--- config.mk ---
export PLATFORM = sky130hd
export DESIGN_NAME = fetch_unit
export DESIGN_NICKNAME = d
export VERILOG_FILES = /design/src/rtl/fetch_unit.sv
export SDC_FILE = /design/constraint.sdc
export NUM_CORES = 1
export LEC_CHECK = 0
export BUFFER_PORTS_ARGS = -buffer_cell sky130_fd_sc_hd__buf_4
export CORE_ASPECT_RATIO = 1.5
export CORE_MARGIN = 2
export CORE_UTILIZATION = 40
export DETAILED_ROUTE_END_ITERATION = 10
export GPL_TIMING_DRIVEN = 1
export PLACE_DENSITY = 0.75
export SYNTH_ARGS = -nofsm -noshare
export SYNTH_HDL_FRONTEND = slang
export SYNTH_SLANG_ARGS = --single-unit
--- constraint.sdc ---
create_clock -name clock -period 1.4 [get_ports clock]
set_clock_uncertainty 0.1 [all_clocks]
set_input_delay 0.42 -clock clock [delete_from_list [all_inputs] [get_ports clock]]
set_output_delay 0.42 -clock clock [all_outputs]
set_load 0.01 [all_outputs]
--- src/rtl/fetch_unit.sv ---
// fetch_unit -- two-phase instruction fetch sequencer.
//
// Each instruction takes two run cycles. In FETCH the program word at
// address==pc is latched into {instr, operand} and pc advances by one. In
// EXEC the latched instruction either halts the unit (instr == HALT_OP) or
// returns to FETCH, optionally jumping to load_addr. HALT is left only by
// reset. When run is low, everything holds.
//
// Optional feature: define FETCH_PC_OVF_EN to build the sticky pc_ovf flag.
// It sets when the fetch increment wraps pc from all-ones to zero. A jump
// to zero does not set it. Without the macro, pc_ovf is tied to 0 and no
// detection logic is built.
//
// Ports:
//   clock      in   1        rising-edge clock
//   reset      in   1        asynchronous active-low reset
//   run        in   1        advance when 1, hold everything when 0
//   load       in   1        jump request, honoured only in EXEC
//   load_addr  in   ADDR_W   jump target
//   prog_word  in   WORD_W   program memory read data (combinational)
//   address    out  ADDR_W   program memory address (equals pc)
//   pc         out  ADDR_W   program counter
//   instr      out  INSTR_W  upper field of the latched word
//   operand    out  WORD_W-INSTR_W  lower field of the latched word
//   phase      out  1        0 = FETCH, 1 = EXEC
//   halted     out  1        1 in HALT
//   pc_ovf     out  1        sticky pc wrap flag
module fetch_unit #(
  parameter int                 ADDR_W  = 12,
  parameter int                 WORD_W  = 8,
  parameter int                 INSTR_W = 4,
  parameter logic [INSTR_W-1:0] HALT_OP = 4'hF
) (
  input  logic                       clock,
  input  logic                       reset,
  input  logic                       run,
  input  logic                       load,
  input  logic [ADDR_W-1:0]          load_addr,
  input  logic [WORD_W-1:0]          prog_word,
  output logic [ADDR_W-1:0]          address,
  output logic [ADDR_W-1:0]          pc,
  output logic [INSTR_W-1:0]         instr,
  output logic [WORD_W-INSTR_W-1:0]  operand,
  output logic                       phase,
  output logic                       halted,
  output logic                       pc_ovf
);

  localparam int OPND_W = WORD_W - INSTR_W;

  typedef enum logic [1:0] {
    FETCH = 2'd0,
    EXEC  = 2'd1,
    HALT  = 2'd2
  } state_t;

  state_t              state_q, state_nxt;
  logic [ADDR_W-1:0]   pc_q, pc_nxt;
  logic [WORD_W-1:0]   word_q, word_nxt;

  // Next-state and datapath selection
  always_comb begin
    state_nxt = state_q;
    pc_nxt    = pc_q;
    word_nxt  = word_q;
    if (run) begin
      unique case (state_q)
        FETCH: begin
          word_nxt  = prog_word;
          pc_nxt    = pc_q + ADDR_W'(1);
          state_nxt = EXEC;
        end
        EXEC: begin
          // A halting instruction ignores load and keeps pc.
          if (word_q[WORD_W-1 -: INSTR_W] == HALT_OP) begin
            state_nxt = HALT;
          end else begin
            if (load) pc_nxt = load_addr;
            state_nxt = FETCH;
          end
        end
        HALT:    state_nxt = HALT;
        default: state_nxt = FETCH;
      endcase
    end
  end

  // State and datapath registers
  always_ff @(posedge clock or negedge reset) begin
    if (!reset) begin
      state_q <= FETCH;
      pc_q    <= '0;
      word_q  <= '0;
    end else begin
      state_q <= state_nxt;
      pc_q    <= pc_nxt;
      word_q  <= word_nxt;
    end
  end

`ifdef FETCH_PC_OVF_EN
  logic ovf_q;
  logic wrap;

  // Only the fetch increment can wrap. A jump to zero leaves the flag alone.
  assign wrap = run && (state_q == FETCH) && (pc_q == {ADDR_W{1'b1}});

  always_ff @(posedge clock or negedge reset) begin
    if (!reset) begin
      ovf_q <= 1'b0;
    end else if (wrap) begin
      ovf_q <= 1'b1;
    end
  end

  assign pc_ovf = ovf_q;
`else
  assign pc_ovf = 1'b0;
`endif

  assign address = pc_q;
  assign pc      = pc_q;
  assign instr   = word_q[WORD_W-1 -: INSTR_W];
  assign operand = word_q[OPND_W-1:0];
  assign phase   = (state_q == EXEC);
  assign halted  = (state_q == HALT);

endmodule

After elaboration in Yosys (flattened, before gate mapping)
Cells that the tools add are included.
{"block": "totals", "reg_bits": 22, "input_bits": 24, "output_inout_bits": 35, "elab_cells": 18}
{"block": "classes", "addsub": 1, "eq_ne": 5, "muxes": 5, "n_reduce_logical": 4}
{"op": "12-bit two-way mux", "count": 2}
{"op": "12-bit case mux with 2 select lines", "count": 1}
{"op": "12-bit by 1-bit adder with 12-bit output, second input constant", "count": 1}
{"op": "2-bit case mux with 3 select lines", "count": 1}
{"op": "4-bit == test, second input constant", "count": 1}
{"op": "2-bit != test, second input constant", "count": 2}
{"op": "4-bit AND reduction", "count": 1}
{"op": "2-bit by 1-bit == test with 1-bit output, second input constant", "count": 1}
{"op": "2-bit == test, second input constant", "count": 1}
{"op": "2-bit logical NOT", "count": 1}
{"op": "2-bit two-way mux", "count": 1}
{"op": "2-bit AND reduction", "count": 1}
{"op": "2-bit nonzero test", "count": 1}

Logic depth before layout (Yosys ltp)
{"block": "depth", "ltp_word": 3, "ltp_mapped": 6}

Least setup slack after synthesis
OpenSTA, ideal clock, no wires.
{"block": "synth_path", "path_kind": "register to register", "start": "reg state_q[0]", "end": "reg word_q[0]", "t_arrival_ns": 1.283, "t_required_ns": 1.175, "setup_slack_ns": -0.108, "stages_incl_launch_ff": 4, "path_buffers": 1, "period_less_slack_ns": 1.508, "path_cell_list": "dfrtp_1 > nor3b_2 > buf_6 > mux2_2"}
{"block": "synth_between", "elab_chain_len": 2}
{"element": "start, declared", "line_no": "57", "text": "state_t state_q, state_nxt;"}
{"element": "start signal, assigned", "line_no": "95", "text": "state_q <= state_nxt;"}
{"element": "2-bit logical NOT", "line_no": "67", "text": "unique case (state_q)"}
{"element": "2-bit AND reduction (no source line)"}
{"element": "end signal, assigned", "line_no": "97", "text": "word_q <= word_nxt;"}
{"element": "end, declared", "line_no": "59", "text": "logic [WORD_W-1:0] word_q, word_nxt;"}
Every way passes these cells.
A chain may end at the register's enable or synchronous reset.

Worst setup path after layout
{"block": "layout_path", "start": "reg state_q[1]", "end": "out phase"}
{"block": "layout_between", "elab_chain_len": 1}
{"element": "2-bit by 1-bit == test with 1-bit output", "line_no": "125", "text": "assign phase = (state_q == EXEC);"}
{"element": "end, declared", "line_no": "44", "text": "output logic phase,"}
Every way passes these cells.

==> impl_metrics.tcl <==
set metrics [dict create \
    cap_viol_max_count 0 \
    die_area_um2 3800 \
    cp_top_family "flip-flops" \
    place_congestion 0.797 \
    crit_path_cell_trace "nand2b_2 > inv_4 > buf_4" \
    violations "setup timing" \
    dp_slack_ns -0.129 \
    grt_start_max_net_pins 23 \
    nets 258 \
    cp-startpoint "state_q[1]$_DFFE_PN0P_" \
    cpPeakStageDelay_ns 0.41 \
    synth_edf_count 0 \
    hold_path_end "word_q[7]$_DFFE_PN0P_" \
    p_switching_w 0.00228 \
    cts_sinks 22 \
    grt_usage 0.244 \
    io_pins 59 \
    power_density_nw_per_um2 2460 \
    numCtsBuffers 3 \
    rrSetupSlack_ns -0.18 \
    antenna_found_initial 0 \
    ys_seq_area_frac 0.415 \
    yosysTopAreaCell "dfrtp_1" \
    num_rows 25 \
    portBuffers 57 \
    drive_above_1_share 0.664 \
    synth.area.top_cells "dfrtp_1 42%, buf_4 7.4%, mux2_2 6.8%, o21ai_0 4.2%, a21oi_1 3.8%" \
    fin_crit_sh 1.14 \
    vias_per_cell 5.38 \
    hp-start "prog_word[7]" \
    setup_viol 37 \
    sequentialPowerShare 0.222 \
    drtIter0Drc 52 \
    cp_max_fo 3 \
    holdPathStages 2 \
    clk_pin_slew_ns 0.08 \
    start_util 0.420 \
    rr_startpoint "state_q[1]$_DFFE_PN0P_" \
    postRouteAntennaNets 0 \
    die_x_um 51.0 \
    die_h_um 74.5 \
    avgSynthCellArea_um2 9.97 \
    diodes 0 \
    status "finished with violations" \
    place_hpwl_um 2820 \
    finalCriticalPeriod_ns 1.59 \
    synth.distinct_cells 44 \
    coreArea_um2 3160 \
    grt_pass1_vias 1529 \
    critPathKind "reg2out" \
    rr_endpoint "word_q[5]$_DFFE_PN0P_" \
    synth_area_um2 1330 \
    leakagePower_nw 1.13 \
    setup_slack_ns -0.192 \
    synthArstFlopShare 1.00 \
    first_pass_iters 4 \
    ir_worst_vdd_uv 1550 \
    crit_path_top_delay_cell "dfrtp_1" \
    htree_num_levels 1 \
    path_depth 3 \
    worstPathRequired_ns 0.88 \
    cp-end-kind "primary output" \
    mappedNetlistNets 158 \
    synth_cells 133 \
    cts_tree "built" \
    power.share.switching 0.391 \
    maxSlewViolCount 0 \
    routedWlPerCell_um 16.3 \
    synth-main-ff-cell "dfrtp_1" \
    crit_arrival_ns 1.07 \
    synth-seq-cells 22 \
    synth_top_area_frac 0.415 \
    tns_ns -3.82 \
    hold_viol 0 \
    grt_pass1_wl_um 7020 \
    grt_overflow_total 0 \
    reg2reg_depth 5 \
    fin_cells 272 \
    p_clk_frac 0.071 \
    drcViolationCount 0 \
    combPwrFrac 0.707 \
    hold_class "in2reg" \
    clk_latency_ns 0.26 \
    root_buffer "clkbuf_8" \
    fmax_ghz 0.628 \
    intPower_w 0.00356 \
    path_buf_inv 2 \
    area_delta_synth_final_pct 79.3 \
    rsz0062_at_grt "true" \
    drt_wl_total_um 4440 \
    clk_path_buf_depth 2 \
    dp_cells 238 \
    vias 1464 \
    ys_warn_count 0 \
    crit_path_start_kind "register" \
]
==> metal layers <==
metal	vias to the layer above	global-route usage	part of all wire	wire [um]
li1	674	-	-	-
met1	704	0.260	0.36	1600
met5	-	0	0	0
met3	7	0.0361	0.060	268
met4	0	0.0721	0.013	56
met2	79	0.483	0.57	2510
==> worst register-to-register path: cells and delay by family (launching register included) <==
family	cells	cell delay, ns
multiplexers	1	0.29
flip-flops	1	0.41
AND/OR/NAND/NOR	1	0.23
buffers and inverters	3	0.43
==> power groups by stage <==
| stage | logic (W) | clock network [W] | registers, W |
|---|---|---|---|
| after floorplan | 0.00143 | 0 | 0.00145 |
| after global placement | 0.00274 | 0 | 0.00130 |
| after detailed placement | 0.00281 | 0 | 0.00132 |
| after CTS | 0.00386 | 0.000410 | 0.00126 |
| after global routing | 0.00440 | 0.000447 | 0.00133 |
| final | 0.00413 | 0.000416 | 0.00130 |
==> state kept, by name (all words and copies together), names as in the netlist <==
name     flops
address     12
state_q      2
word_q       8
==> how the worst max path moves through the flow <==
stage	endpoint	slack (ns)
floorplan	word_q[0]$_DFFE_PN0P_	-0.04
global placement	word_q[3]$_DFFE_PN0P_	-0.1
detailed placement	word_q[0]$_DFFE_PN0P_	-0.13
CTS	phase	-0.18
global route	word_q[7]$_DFFE_PN0P_	-0.24
finish	phase	-0.19
==> stage by stage <==
step	hold WS [ns]	utilization	area [um^2]	power, W
after global routing	0.279	0.753	2380	0.00618
after detailed placement	0.228	0.592	1870	0.00413
after floorplan	0.0244	-	1340	0.00288
after global placement	0.224	0.592	1870	0.00403
final	0.281	0.753	2380	0.00584
after CTS	0.283	0.730	2310	0.00554
==> kinds of logic (layout without fill, tap and decap cells) <==
family / count (synthesis) / after routing / share of synthesized area
AO/OA/AOI/OAI: 41 / 42 / 0.216
adder cells (fa/ha/maj): 1 / 1 / 0.00943
buffers and inverters: 20 / 118 / 0.109
flip-flops: 22 / 22 / 0.415
multiplexers: 9 / 9 / 0.0755
other: 1 / 1 / 0.00283
AND/OR/NAND/NOR: 39 / 39 / 0.172
==> cell type report <==
| class | count | area (um^2) |
|---|---|---|
| Tap cell | 40 | 50.0 |
| Clock buffer | 4 | 45.0 |
| Multi-Input combinational cell | 92 | 731 |
| Timing Repair Buffer | 112 | 982 |
| Sequential cell | 22 | 561 |
| Fill cell | 210 | 781 |
| Inverter | 2 | 10.0 |
==> Yosys cell counts, types with 2 or more instances <==
master / instances
a21oi_2: 5
a32oi_1: 2
nand4_1: 4
a21o_1: 2
buf_2: 2
nand2_1: 9
dfrtp_1: 22
and4_1: 2
o21ai_0: 11
nor2_1: 4
a21oi_1: 10
and3_1: 3
buf_4: 13
mux2_2: 8
nand3_1: 7
==> layout by cell type, fill, tap and decap left out, types with 2 or more instances in the layout <==
master	netlist	layout
buf_4	13	74
buf_6	1	37
dfrtp_1	22	14
nand2_1	9	9
mux2_4	0	8
a21oi_1	10	8
dfrtp_2	0	8
nand3_1	7	7
o21ai_0	11	7
a21oi_2	5	5
nand4_1	4	4
nor2_1	4	4
o21ai_1	1	4
clkbuf_8	0	3
a21oi_4	0	2
and4_1	2	2
a32oi_1	2	2
a21o_4	1	2
a31oi_2	1	2
a21o_1	2	2
and3_1	3	2
==> timing repair <==
item / 4_1_cts / 5_1_grt
setup endpoints to repair: 41 / 43
hold buffers: 1 / 0
setup buffers: 26 / 3
gates resized for setup: 52 / 14
pin swaps: 8 / 1
endpoints found under the hold margin: 22 / 0
cloned: 1 / 0
Power figures use the tool's default switching activity.
